--- src/rtl/arm_controller.sv ---
// Control unit for a single-cycle ARMv4 subset core (data-processing, LDR/STR, B).
// Decodes Instr[31:12] into datapath controls and holds NZCV for conditional execution.
module arm_controller (
   input  logic        clk,
   input  logic        reset,
   input  logic [31:12] Instr,
   input  logic [3:0]  ALUFlags,
   output logic [1:0]  RegSrc,
   output logic        RegWrite,
   output logic [1:0]  ImmSrc,
   output logic        ALUSrc,
   output logic [1:0]  ALUControl,
   output logic        MemWrite,
   output logic        MemtoReg,
   output logic        PCSrc
);

   localparam int unsigned COND_W  = 4;
   localparam int unsigned OP_W    = 2;
   localparam int unsigned FUNCT_W = 6;

   logic [COND_W-1:0]  cond;
   logic [OP_W-1:0]    op;
   logic [FUNCT_W-1:0] funct;
   logic [3:0]         rd;
   logic [3:0]         cmd;
   logic [3:0]         unused_rn;

   logic       regw;
   logic       memw;
   logic       branch;
   logic       aluop;
   logic       nowrite;
   logic [1:0] flagw;
   logic [1:0] flagwrite;
   logic       pcs;
   logic       condex;

   logic [1:0] nz;
   logic [1:0] cv;
   logic       flag_n;
   logic       flag_z;
   logic       flag_c;
   logic       flag_v;

   assign cond      = Instr[31:28];
   assign op        = Instr[27:26];
   assign funct     = Instr[25:20];
   assign rd        = Instr[15:12];
   assign cmd       = funct[4:1];
   // Rn is consumed by the datapath register file, not by control.
   assign unused_rn = Instr[19:16];

   // Main decoder: instruction class to datapath selects and raw enables.
   always_comb begin
      RegSrc   = 2'b00;
      ImmSrc   = 2'b00;
      ALUSrc   = 1'b0;
      MemtoReg = 1'b0;
      regw     = 1'b0;
      memw     = 1'b0;
      branch   = 1'b0;
      aluop    = 1'b0;
      case (op)
         2'b00: begin
            ALUSrc = funct[5];
            regw   = 1'b1;
            aluop  = 1'b1;
         end
         2'b01: begin
            ImmSrc = 2'b01;
            ALUSrc = 1'b1;
            if (funct[0]) begin
               MemtoReg = 1'b1;
               regw     = 1'b1;
            end else begin
               RegSrc = 2'b10;
               memw   = 1'b1;
            end
         end
         2'b10: begin
            RegSrc = 2'b01;
            ImmSrc = 2'b10;
            ALUSrc = 1'b1;
            branch = 1'b1;
         end
         default: ;
      endcase
   end

   // ALU decoder: operation select and which flag groups the S bit may update.
   always_comb begin
      ALUControl = 2'b00;
      nowrite    = 1'b0;
      flagw      = 2'b00;
      if (aluop) begin
         case (cmd)
            4'b0100: ALUControl = 2'b00;
            4'b0010: ALUControl = 2'b01;
            4'b0000: ALUControl = 2'b10;
            4'b1100: ALUControl = 2'b11;
            4'b1010: begin
               ALUControl = 2'b01;
               nowrite    = 1'b1;
            end
            default: ALUControl = 2'b00;
         endcase
         flagw[1] = funct[0];
         flagw[0] = funct[0] & ~ALUControl[1];
      end
   end

   assign pcs = ((rd == 4'b1111) & regw) | branch;

   assign flag_n = nz[1];
   assign flag_z = nz[0];
   assign flag_c = cv[1];
   assign flag_v = cv[0];

   // Condition evaluation against the stored flags.
   always_comb begin
      condex = 1'b0;
      case (cond)
         4'b0000: condex = flag_z;
         4'b0001: condex = ~flag_z;
         4'b0010: condex = flag_c;
         4'b0011: condex = ~flag_c;
         4'b0100: condex = flag_n;
         4'b0101: condex = ~flag_n;
         4'b0110: condex = flag_v;
         4'b0111: condex = ~flag_v;
         4'b1000: condex = flag_c & ~flag_z;
         4'b1001: condex = ~flag_c | flag_z;
         4'b1010: condex = (flag_n == flag_v);
         4'b1011: condex = (flag_n != flag_v);
         4'b1100: condex = ~flag_z & (flag_n == flag_v);
         4'b1101: condex = flag_z | (flag_n != flag_v);
         default: condex = 1'b1;
      endcase
   end

   assign flagwrite = flagw & {condex, condex};

   // Flag state; updates land after the edge so an instruction never sees its own result.
   always_ff @(posedge clk or posedge reset) begin
      if (reset) begin
         nz <= 2'b00;
         cv <= 2'b00;
      end else begin
         if (flagwrite[1]) nz <= ALUFlags[3:2];
         if (flagwrite[0]) cv <= ALUFlags[1:0];
      end
   end

   assign RegWrite = regw & condex & ~nowrite;
   assign MemWrite = memw & condex;
   assign PCSrc    = pcs & condex;

endmodule

--- config.mk ---
export PLATFORM = sky130hd
export DESIGN_NAME = arm_controller
export DESIGN_NICKNAME = d
export VERILOG_FILES = /design/src/rtl/arm_controller.sv
export SDC_FILE = /design/constraint.sdc
export NUM_CORES = 1
export LEC_CHECK = 0
export ABC_AREA = 0
export BUFFER_PORTS_ARGS = -buffer_cell sky130_fd_sc_hd__buf_2
export CORE_UTILIZATION = 43
export CTS_BUF_LIST = sky130_fd_sc_hd__clkbuf_16
export DETAILED_ROUTE_END_ITERATION = 6
export GPL_ROUTABILITY_DRIVEN = 0
export PLACE_DENSITY = 0.86
export REMOVE_ABC_BUFFERS = 1
export SLEW_MARGIN = 20
export SYNTH_ARGS = -nofsm -noshare
export SYNTH_HDL_FRONTEND = slang
export SYNTH_SLANG_ARGS = --single-unit
--- constraint.sdc ---
create_clock -name clk -period 4.4 [get_ports clk]
set_input_delay 0.88 -clock clk [delete_from_list [all_inputs] [get_ports clk]]
set_output_delay 0.88 -clock clk [all_outputs]
set_load 0.05 [all_outputs]
==> reports/summary.md <==
The share of synthesized flip-flops with an asynchronous set or reset was 1.000; the simple logic cell fraction of the synthesized area was 0.3073. The shortest clock period the worst path allows after layout came out at 3265 ps. Summing all multi-input logic gate instances after layout gives 411.6 um2. Total power density per cell area: 451.7 nW/um2. The insertion delay of the later-clocked pin in the worst-skew pair was 220 ps. TritonCTS built the clock tree. Setup repair after global routing left no endpoint under its margin. The tools report the post-synthesis sequential area ratio as 0.1782. The post-CTS setup-driven buffer insertion count was 0; the global-route wire length before repair was 1.938 mm. The run gives 89 as the fill cell instance count of the final layout.

For the worst setup path, the data required time is 3520 ps. Area fraction in compound gates after synthesis: 0.1448. The region available for standard cell placement spans 1156 um2. For the number of clock buffers inserted by TritonCTS, the log shows 3. The flow ran to the end, and the final reports show no timing, DRC or antenna violations. For the initial antenna violation count, the log shows 0. After clock tree synthesis, the clock-pin slew on the worst setup and hold paths is 30 ps. Max-cap violations in this run came to 0. The clock arrives with 3.050 ps of skew. The layout-stage area growth over the synthesis result is 39.42%, and the total area of sequential cells is 100.1 um2.

STA classifies the critical path startpoint as an input port. The total via count after detailed routing is 580. In this run the static leakage power is 0.3949 nW. The site row count was 12; the worst relative slew slack was 0.7194. The total overflow left after global routing is 0.

The mux contribution to synthesized area is 0.1381. The fraction of final layout cells with drive strength greater than 1 was 0.4583. Cell type with the largest total area after synthesis: sky130_fd_sc_hd__dfrtp_1. For the met2 layer usage reported by global route, the log shows 0.3432. The launch point of the worst reg-to-reg path is nz[1]. The number of flops mapped to enable cells by yosys was 0. In the routed layout, each cell is associated on average with a via count of 5.273. Setup violations remaining at the end of the flow were counted as 0. I/O pin count: 37. The number of hold buffers added after CTS was 0. The longest clock path from root to sink contains 2 buffers. Total of flip-flops plus latches after synthesis: 4. The tools report the met3 track utilization from global routing as 0.02326.

For the worst flop-to-flop path, the logic depth is 5. Across the VDD grid, the largest voltage drop is 407.5 uV. The tools report the die area as 1455 um2.

The global routing usage on met1 is 0.2086. In this run the remaining antenna-violating nets after routing total 0. Counting every sink on the clock net gives 4. From bottom edge to top edge, the die measures 38.15 um.

After synthesis, the netlist uses 35 different library cells. The area share of the largest cell type after synthesis works out to 0.1782. The H-tree depth came out at 1. STA classifies the critical path endpoint as an output port.

The global routing stage identified its most utilized layer as met2. The number of pins with negative max-slew slack in the final report came out at 0. The final worst-path cycle share is 0.7420, and the adder-cell share of the synthesized area is 0.1114. After the last flow step, the layout net total stands at 129.

The post-place setup slack was 1144 ps; the initial core utilization was 0.4859. The number of I/O port buffers works out to 32. The average wire per cell in the routed design is 11.30 um.

In the final timing run, aggregate negative setup slack is 0 ps. Clock tree synthesis selected as its root buffer the cell sky130_fd_sc_hd__clkbuf_16. After synthesis, the cell types taking the most area are sky130_fd_sc_hd__dfrtp_1 (18%), sky130_fd_sc_hd__ha_1 (11%), sky130_fd_sc_hd__mux2_2 (8.0%). The slack of the worst reg-to-reg path was 2480 ps.

The worst hold path belongs to the class input port to asynchronous set/reset pin. Yosys printed 0 warnings. Data arrives at the worst endpoint at 2380 ps. The final number of hold-violating endpoints is 0. In the routed design, unresolved DRC markers number 0. The worst register-to-register path ends at cv[0]. After the first detailed-routing iteration, the DRC count stood at 8. The parity-gate share of the synthesized area counting xor and xnor cells was 0.03118. The run gives 1.017 mm as the half-perimeter wire length of the detailed placement result.

Sorting the synthesized cells by how often they occur yields sky130_fd_sc_hd__nor2_1 (6), sky130_fd_sc_hd__ha_1 (5), sky130_fd_sc_hd__inv_1 (5), sky130_fd_sc_hd__nor3_1 (5). Measured along the x axis, the die boundary spans 38.15 um. Summed over all layers, the routed wires come to 1.243 mm.

The most common flop cell mapped by yosys is sky130_fd_sc_hd__dfrtp_1. Summing every instance area after synthesis gives 561.8 um2. For the number of gates resized after CTS, the log shows 0. Among all cell types in the netlist, the one instantiated most often is sky130_fd_sc_hd__nor2_1.

The critical setup path kind was input port to output port. The global router's overall resource usage is 0.1907, and the number of global-route vias before repair is 518. By area, the combinational part of the netlist is dominated by simple AND/OR/NAND/NOR gates. The number of detailed-routing iterations run before antenna repair was 4; the fmax was 306.3 MHz. The antenna diode count was 0. The setup slack after layout came out at 1135 ps. Averaged over all synthesized cells, the footprint is 8.643 um2. Synthesis produced a netlist whose cell count is 65. The pin slew with the least headroom to its limit was 417.3 ps. In this run the worst path has a maximum fanout of 9. Entering global routing, the biggest net connects 10 pins.
## layer usage
| metal | wire, um | vias up |
|---|---|---|
| li1 | - | 300 |
| met2 | 660 | 14 |
| met4 | 0 | 0 |
| met1 | 553 | 266 |
| met3 | 30 | 0 |
| met5 | 0 | - |
## worst max-delay path, stage by stage
cell	delay, ps
sky130_fd_sc_hd__buf_2	170
sky130_fd_sc_hd__mux2_2	370
sky130_fd_sc_hd__nor3_1	140
sky130_fd_sc_hd__o31ai_1	140
sky130_fd_sc_hd__and2_2	240
sky130_fd_sc_hd__a211oi_1	150
sky130_fd_sc_hd__buf_2	290
## flip-flops by register name, summed over array words and instances (netlist names)
name	flops
cv	2
nz	2
## worst max path at each step
stage,endpoint,cells past startpoint,startpoint,slack (ps)
2_1_floorplan,RegWrite,5,Instr[27],660
3_3_place_gp,RegWrite,7,Instr[30],1150
3_5_place_dp,RegWrite,7,Instr[30],1140
4_1_cts,RegWrite,7,Instr[30],1130
5_1_grt,RegWrite,7,Instr[28],1040
6_report,RegWrite,7,Instr[30],1140
## through the flow
step | hold WS (ps) | util | area [um2] | total power [mW] | std cells
floorplan | 484.4 | - | 530.5 | 0.1759 | 61
global route | 558.9 | 0.6775 | 783.3 | 0.3737 | 110
finish | 531.9 | 0.6775 | 783.3 | 0.3538 | 110
detailed placement | 533.0 | 0.6126 | 708.2 | 0.2131 | 107
global placement | 515.9 | 0.6126 | 708.2 | 0.2084 | 107
CTS | 534.7 | 0.6775 | 783.3 | 0.3562 | 110
## cells in the final DEF, fill, tap and decap left out, types with 2 or more instances in the layout
| cell | count |
|---|---|
| sky130_fd_sc_hd__nor2_1 | 6 |
| sky130_fd_sc_hd__ha_1 | 5 |
| sky130_fd_sc_hd__mux2_1 | 2 |
| sky130_fd_sc_hd__mux2_2 | 4 |
| sky130_fd_sc_hd__inv_1 | 5 |
| sky130_fd_sc_hd__nor4b_1 | 2 |
| sky130_fd_sc_hd__nor2b_1 | 2 |
| sky130_fd_sc_hd__nor3_1 | 5 |
| sky130_fd_sc_hd__nand2b_1 | 2 |
| sky130_fd_sc_hd__a21oi_1 | 3 |
| sky130_fd_sc_hd__clkbuf_16 | 3 |
| sky130_fd_sc_hd__dfrtp_1 | 4 |
| sky130_fd_sc_hd__buf_2 | 32 |
## cell families (layout without fill, tap and decap cells)
kind of cell / after synthesis / after routing
buffers and inverters: 9 / 40
muxes: 7 / 7
DFF: 4 / 4
AOI/OAI and AO/OA: 10 / 10
and+or+nand+nor: 28 / 28
xor gates and xnor gates: 2 / 2
adders and majority gates: 5 / 5
## layout make-up
cell class | instances | share of cell area
flip-flops and latches | 4 | 0.1278
multi-input cells | 52 | 0.5256
repair buffers | 32 | 0.2045
well taps | 14 | 0.02236
inverters | 5 | 0.02396
clock buffers | 3 | 0.09585
## report_power, final
| part | internal [mW] | leakage (nW) | switching, mW |
|---|---|---|---|
| Sequential | 0.0559 | 0.0475 | 0.0201 |
| Combinational | 0.0620 | 0.310 | 0.0768 |
| Clock | 0.116 | 0.0370 | 0.0232 |
| Total | 0.234 | 0.395 | 0.120 |
No activity file was read; power rests on OpenSTA's default activity.
